### src/rtl/plic_claim_agent_if.sv
// rtl/plic_claim_agent_if.sv - register bus types and the request/response bundle for plic_claim_agent
//
// reg_intf             : packed request/response structs of the 32-bit register bus.
// plic_claim_agent_if  : carries one request and one response.
//    master modport    : drives req, samples resp (the claim agent side)
//    slave modport     : samples req, drives resp (the PLIC register side)

package reg_intf;

   typedef struct packed {
      logic [31:0] addr;
      logic        write;
      logic [31:0] wdata;
      logic [3:0]  wstrb;
      logic        valid;
   } reg_intf_req_a32_d32;

   typedef struct packed {
      logic [31:0] rdata;
      logic        error;
      logic        ready;
   } reg_intf_resp_d32;

endpackage


### src/rtl/plic_claim_agent.sv
// rtl/plic_claim_agent.sv - claims, dispatches and completes PLIC interrupts for one target
//
// Ports:
//    clk_i, rst_ni      : clock, asynchronous active-low reset
//    en_i               : allows a new claim to start (never aborts one in flight)
//    eip_i              : external interrupt pending for this target
//    req_o / resp_i     : register bus to the PLIC claim/complete register
//    id_valid_o, id_o,
//    id_ready_i         : claimed ID offered to the handler
//    done_i             : handler finished servicing (pulse, honoured only in SERVICE)
//    busy_o             : agent is not idle
//    spurious_cnt_o     : saturating count of claims that returned ID 0
//    bus_err_o          : sticky bus error flag
//    clr_i              : clears spurious_cnt_o and bus_err_o

module plic_claim_agent #(
   parameter int          N_SOURCE  = 30,
   parameter int          SRCW      = $clog2(N_SOURCE + 1),
   parameter int          TARGET    = 0,
   parameter logic [31:0] BASE_ADDR = 32'h0C00_0000,
   parameter int          HOLDOFF   = 4
) (
   input  logic                          clk_i,
   input  logic                          rst_ni,
   input  logic                          en_i,
   input  logic                          eip_i,
   output reg_intf::reg_intf_req_a32_d32 req_o,
   input  reg_intf::reg_intf_resp_d32    resp_i,
   output logic                          id_valid_o,
   output logic [SRCW-1:0]               id_o,
   input  logic                          id_ready_i,
   input  logic                          done_i,
   output logic                          busy_o,
   output logic [7:0]                    spurious_cnt_o,
   output logic                          bus_err_o,
   input  logic                          clr_i
);

   localparam logic [31:0] CC_ADDR = BASE_ADDR + 32'h0020_0004 + 32'(TARGET) * 32'h0000_1000;
   localparam logic [4:0]  HOLD_N  = 5'(HOLDOFF);

   typedef enum logic [2:0] {
      IDLE, CLAIM, DISPATCH, SERVICE, COMPLETE, HOLD
   } state_e;

   state_e          state_q, state_d;
   logic [SRCW-1:0] id_q, id_d;
   logic [3:0]      hold_cnt_q, hold_cnt_d;
   logic [7:0]      spur_q, spur_d;
   logic            err_q, err_d;

   logic            xfer_ok, xfer_err, hold_done;
   logic            unused_rdata;

   assign unused_rdata = ^resp_i.rdata[31:SRCW];

   // Bus events only count while a request is actually being driven.
   assign xfer_ok   = resp_i.ready & ~resp_i.error;
   assign xfer_err  = resp_i.ready &  resp_i.error;
   // HOLDOFF=0 still spends one cycle in HOLD before returning to IDLE.
   assign hold_done = ({1'b0, hold_cnt_q} + 5'd1) >= HOLD_N;

   always_ff @(posedge clk_i or negedge rst_ni) begin
      if (!rst_ni) begin
         state_q    <= IDLE;
         id_q       <= '0;
         hold_cnt_q <= '0;
         spur_q     <= '0;
         err_q      <= 1'b0;
      end else begin
         state_q    <= state_d;
         id_q       <= id_d;
         hold_cnt_q <= hold_cnt_d;
         spur_q     <= spur_d;
         err_q      <= err_d;
      end
   end

   always_comb begin
      state_d    = state_q;
      id_d       = id_q;
      hold_cnt_d = hold_cnt_q;
      spur_d     = spur_q;
      err_d      = err_q;
      unique case (state_q)
         IDLE: begin
            if (en_i && eip_i) state_d = CLAIM;
         end
         CLAIM: begin
            if (xfer_err) begin
               err_d   = 1'b1;
               state_d = IDLE;
            end else if (xfer_ok) begin
               id_d = resp_i.rdata[SRCW-1:0];
               if (resp_i.rdata[SRCW-1:0] != '0) begin
                  state_d = DISPATCH;
               end else begin
                  if (spur_q != 8'hFF) spur_d = spur_q + 8'd1;
                  state_d = IDLE;
               end
            end
         end
         DISPATCH: begin
            if (id_ready_i) state_d = SERVICE;
         end
         SERVICE: begin
            if (done_i) state_d = COMPLETE;
         end
         COMPLETE: begin
            if (xfer_err) begin
               err_d   = 1'b1;
               state_d = IDLE;
            end else if (xfer_ok) begin
               hold_cnt_d = '0;
               state_d    = HOLD;
            end
         end
         HOLD: begin
            if (hold_done) begin
               hold_cnt_d = '0;
               state_d    = IDLE;
            end else begin
               hold_cnt_d = hold_cnt_q + 4'd1;
            end
         end
         default: state_d = IDLE;
      endcase
      // Clear wins over a same-cycle increment or new error.
      if (clr_i) begin
         spur_d = '0;
         err_d  = 1'b0;
      end
   end

   always_comb begin
      req_o      = '0;
      id_valid_o = 1'b0;
      unique case (state_q)
         CLAIM: begin
            req_o.valid = 1'b1;
            req_o.addr  = CC_ADDR;
         end
         COMPLETE: begin
            req_o.valid = 1'b1;
            req_o.write = 1'b1;
            req_o.addr  = CC_ADDR;
            req_o.wdata = 32'(id_q);
            req_o.wstrb = 4'hF;
         end
         DISPATCH: id_valid_o = 1'b1;
         default: ;
      endcase
   end

   assign id_o           = id_q;
   assign busy_o         = (state_q != IDLE);
   assign spurious_cnt_o = spur_q;
   assign bus_err_o      = err_q;

endmodule

### config.mk
export PLATFORM = sky130hd
export DESIGN_NAME = plic_claim_agent
export DESIGN_NICKNAME = d
export VERILOG_FILES = /design/src/rtl/plic_claim_agent_if.sv /design/src/rtl/plic_claim_agent.sv
export SDC_FILE = /design/constraint.sdc
export NUM_CORES = 1
export LEC_CHECK = 0
export BUFFER_PORTS_ARGS = -buffer_cell sky130_fd_sc_hd__buf_2
export CAP_MARGIN = 0
export CORE_MARGIN = 5
export CORE_UTILIZATION = 43
export DETAILED_ROUTE_END_ITERATION = 10
export PLACE_DENSITY = 0.85
export SYNTH_ARGS = -nofsm -noshare
export SYNTH_HDL_FRONTEND = slang
export SYNTH_SLANG_ARGS = --single-unit
### constraint.sdc
create_clock -name clk_i -period 4.62 [get_ports clk_i]
set_clock_uncertainty 0.15 [all_clocks]
set_input_delay 0.231 -clock clk_i [delete_from_list [all_inputs] [get_ports clk_i]]
set_output_delay 0.231 -clock clk_i [all_outputs]
set_load 0.03 [all_outputs]
Yosys cells after proc, flatten, opt, wreduce, memory -nomap -nowiden --
Index checks and enable logic that the tools add are counted.
Cells by class: add/subtract/negate cells 3, equality and inequality tests 16, $lt $le $gt $ge 1, multiplexer cells 27, reductions and logical operators 16, bitwise operators 4
Operators with widths (count):
- 8-bit two-way mux | 6
- 37-bit two-way mux | 1
- 28-bit two-way mux | 1
- 3-bit two-way mux | 8
- 3-bit one-hot mux with 6 select lines | 1
- 2-bit != test, second input constant | 8
- 4-bit two-way mux | 3
- 2-bit nonzero test | 6
- 8-bit by 1-bit adder with 8-bit output, second input constant | 1
- 8-bit != test, second input constant | 1
- 4-bit one-hot mux with 2 select lines | 1
- 3-bit by 2-bit equality test with 1-bit output, second input constant | 2
- 3-bit equality test, second input constant | 2
- 3-bit != test, second input constant | 2
- 3-bit AND reduction | 2
- 6-bit AND reduction | 1
- 4-bit by 1-bit adder with 5-bit output, second input constant | 1
- 5-bit by 3-bit greater-or-equal comparator with 1-bit output, second input constant | 1
- 1-bit two-way mux | 5
- 5-bit AND reduction | 1
- 5-bit nonzero test | 1
- 4-bit by 1-bit adder with 4-bit output, second input constant | 1
- 3-bit by 1-bit equality test with 1-bit output, second input constant | 1
- 3-bit logical NOT | 1
- 7 further kinds | 9
Word-level totals: register bits 21, logic and storage cells 72

Longest topological paths before layout --
depth after elaboration 7, mapped depth 7

Worst setup path before layout --
OpenSTA, ideal clock, no wires.
path kind register -> register, start register state_q[2], end register spur_q[7] (netlist: spurious_cnt_o[7]), setup time 0.078 ns, period minus slack after synthesis 2.195 ns, cell stages (with the launch flop) 7, setup slack 2.425 ns, data arrival time 1.967 ns, cells stage by stage dfrtp_1 > buf_6 > or3b_4 > nor4_4 > nand2_4 > or4_1 > a21oi_1
On the way: longest elaborated chain between the ends 3
Ends and longest elaborated chain:
- from (decl) | RTL line plic_claim_agent.sv:46 | state_e state_q, state_d;
- from (signal assigned) | RTL line plic_claim_agent.sv:71 | state_q <= state_d;
- 3-bit by 1-bit equality test with 1-bit output | RTL line plic_claim_agent.sv:85 | unique case (state_q)
- 2-bit nonzero test (no line)
- 5-bit AND reduction (no line)
- to (signal assigned) | RTL line plic_claim_agent.sv:74 | spur_q <= spur_d;
- to (decl) | RTL line plic_claim_agent.sv:49 | logic [7:0] spur_q, spur_d;
Every way passes these cells. A chain may end at the register's enable or synchronous reset.

Final worst setup path --
start register state_q[0], end register spur_q[7] (netlist: spurious_cnt_o[7])
Same word-level chain as after synthesis.

==> results.sh <==
export IMPL_status="completed"
export IMPL_port_buffers=44
export IMPL_fill_cells=377
export IMPL_setup_tns_ps=0
export IMPL_die_w_um=72.0
export IMPL_synthToLayoutAreaGrowth_pct=1.97
export IMPL_clkPwrFrac=0.132
export IMPL_crit_path_max_incr_delay_ps=550
export IMPL_nets=261
export IMPL_synthFlopType="dfrtp_1"
export IMPL_start_kind="flop"
export IMPL_p_int_uw=446
export IMPL_cts_sink_count=21
export IMPL_syn_area_mm2=0.00166
export IMPL_synth_top_cell_area_share=0.317
export IMPL_period_share=0.533
export IMPL_final_antenna_net_count=0
export IMPL_die_h_um=72.0
export IMPL_core_mm2=0.00369
export IMPL_power_density_mw_per_mm2=544
export IMPL_cts_root_buffer="clkbuf_8"
export IMPL_route_detailed_drc=0
export IMPL_synthCells=181
export IMPL_setup_viol=0
export IMPL_grt_pass1_vias=1121
export IMPL_cp_slowest_cell="or4_1"
export IMPL_diodes=0
export IMPL_row_count=22
export IMPL_dr_pass1_iters=4
export IMPL_p_total_uw=918
export IMPL_num_vias=1197
export IMPL_cp_max_fo=10
export IMPL_maxSlewHeadroom=0.589
export IMPL_synth_most_common_cell="buf_4"
export IMPL_ctsHoldBuffers=1
export IMPL_post_cts_buffers=0
export IMPL_yosys_area_top_type="dfrtp_1"
export IMPL_fin_crit_ps=2460
export IMPL_drv_cap=0
export IMPL_yosysUniqueCellTypes=35
export IMPL_gp_congestion=0.826
export IMPL_rsz0062_at_grt="no"
export IMPL_cp_cell_sequence="or3b_4 > nor4_4 > nand2_4 > or4_1 > a21oi_1"
export IMPL_postSynthAreaPerCell_um2=9.15
export IMPL_seq_area_frac_synth=0.317
export IMPL_hpwlAfterDp_um=2540
export IMPL_yosysWarnings=0
export IMPL_hp_class="in -> reg"
export IMPL_tightest_slew_ps=615
export IMPL_ys_seq_elements=21
export IMPL_detail_route_vias_per_cell=4.53
export IMPL_htree_levels=1
export IMPL_arrival_ps=2500
export IMPL_synth_top_cells_by_area="dfrtp_1 (32%), buf_4 (29%), mux2_2 (3.4%), nor2_1 (3.2%), xor2_1 (3.2%)"
export IMPL_grt_first_pass_wirelength_um=5120
export IMPL_gr_usage_all_layers=0.123
export IMPL_cts_resized=0
export IMPL_cpLargestDelayFamily="simple AND/OR/NAND/NOR gates"
export IMPL_async_reset_ff_frac=1.00
export IMPL_vdd_drop_max_mv=0.284
export IMPL_start_util=0.449
export IMPL_cts_max_path_buffers=2
export IMPL_numCtsBuffers=3
export IMPL_drv_slew=0
export IMPL_routedWlPerCell_um=12.6
export IMPL_cts_tree="done"
export IMPL_end_kind="flop"
export IMPL_synth_edf_count=0
export IMPL_p_sw_frac=0.514
export IMPL_power_leakage_nw=0.944
export IMPL_clkSlewWorstSetupHoldPaths_ps=80
export IMPL_overflow=0
export IMPL_seq_power_share=0.314
export IMPL_fmax_mhz=406
export IMPL_multi_input_area_um2=818
export IMPL_dieArea_mm2=0.00519
export IMPL_path_buf_inv=0
export IMPL_drive_above_1_share=0.264
export IMPL_hold_violations=0
export IMPL_required_ps=4660
export IMPL_register_area_um2=526
export IMPL_clk_latency_ps=270
export IMPL_drtIter0Drc=32
export IMPL_wl_um=3310
export IMPL_netSwitchingPower_uw=472
export IMPL_combPwrFrac=0.553
export IMPL_pin_count=127
export IMPL_antenna_found_initial=0
export IMPL_worstSetupPathType="reg -> reg"
export IMPL_grt_max_degree=22
export IMPL_yosys_top_cells_count="buf_4 (63), dfrtp_1 (21), nor2_1 (14)"
==> routing by layer <==
metal	vias to the layer above	track usage	share of wire
met4	0	0.0605	0.021
met2	72	0.208	0.48
met5	-	0	0
met3	7	0.0319	0.10
li1	558	-	-
met1	560	0.145	0.39
==> power groups by stage <==
stage / combinational (mW) / sequential (mW) / clock, mW
global route: 0.548 / 0.300 / 0.131
finish: 0.508 / 0.288 / 0.122
floorplan: 0.458 / 0.311 / 0
detailed placement: 0.507 / 0.293 / 0
CTS: 0.510 / 0.290 / 0.126
global placement: 0.498 / 0.288 / 0
==> cells in the final DEF (no fill, tap or decap), types with 2 or more instances in the layout <==
| cell | n |
|---|---|
| and2_1 | 4 |
| o21ai_0 | 2 |
| o31ai_1 | 3 |
| a22o_1 | 2 |
| mux2_2 | 5 |
| nand2_1 | 8 |
| clkbuf_8 | 3 |
| dfrtp_1 | 21 |
| xor2_1 | 6 |
| nand2b_1 | 3 |
| nor2_1 | 14 |
| mux2i_1 | 3 |
| nand3_1 | 6 |
| buf_2 | 44 |
| a31oi_1 | 3 |
| inv_1 | 2 |
| conb_1 | 55 |
| or4_1 | 2 |
| nand4_1 | 2 |
| and3_1 | 6 |
| nand3b_1 | 2 |
| a21oi_1 | 5 |
| ha_1 | 3 |
==> cell families after synthesis <==
kind of cell    Yosys count  share of synthesized area
buf+inv                  70                      0.311
fa+ha+maj                 3                     0.0227
xor+xnor                  7                     0.0370
compound gates           18                     0.0748
mux                       8                     0.0522
other cells               1                    0.00227
flops                    21                      0.317
simple gates             53                      0.183
==> final timing paths <==
path                                     from           endpoint  slack, ps  cells after the start
worst max-delay path               state_q[0]  spurious_cnt_o[7]       2160                      5
worst min-delay path                resp_i[4]            id_o[2]         50                      2
worst max register to register     state_q[0]  spurious_cnt_o[7]       2160                      5
worst min register to register  hold_cnt_q[3]      hold_cnt_q[3]        350                      1
max in group asynchronous              rst_ni      hold_cnt_q[1]       3690                      2
min in group asynchronous              rst_ni          bus_err_o        310                      2
==> through the flow <==
stage               setup slack, ps  instances  hold slack, ps  cell area, um^2   util
floorplan                      2430        235            -215             1860      -
global placement               2260        259            59.6             1630  0.442
detailed placement             2220        259            65.1             1630  0.442
CTS                            2140        264            49.2             1690  0.458
global route                   2040        264            52.0             1690  0.458
finish                         2160        264            52.1             1690  0.458
==> final cells by class <==
| type | count | area share |
|---|---|---|
| repair buffers | 45 | 0.136 |
| multi-input cells | 144 | 0.485 |
| clock inverters | 1 | 0.00297 |
| inverters | 2 | 0.00445 |
| clock buffers | 3 | 0.0245 |
| well taps | 48 | 0.0356 |
| flip-flops and latches | 21 | 0.311 |
==> registers in the layout, summed over array words and instances (netlist names) <==
register and flops:
state_q 3, bus_err_o 1, hold_cnt_q 4, id_o 5
spurious_cnt_o 8
(Power assumes the default switching activity.)
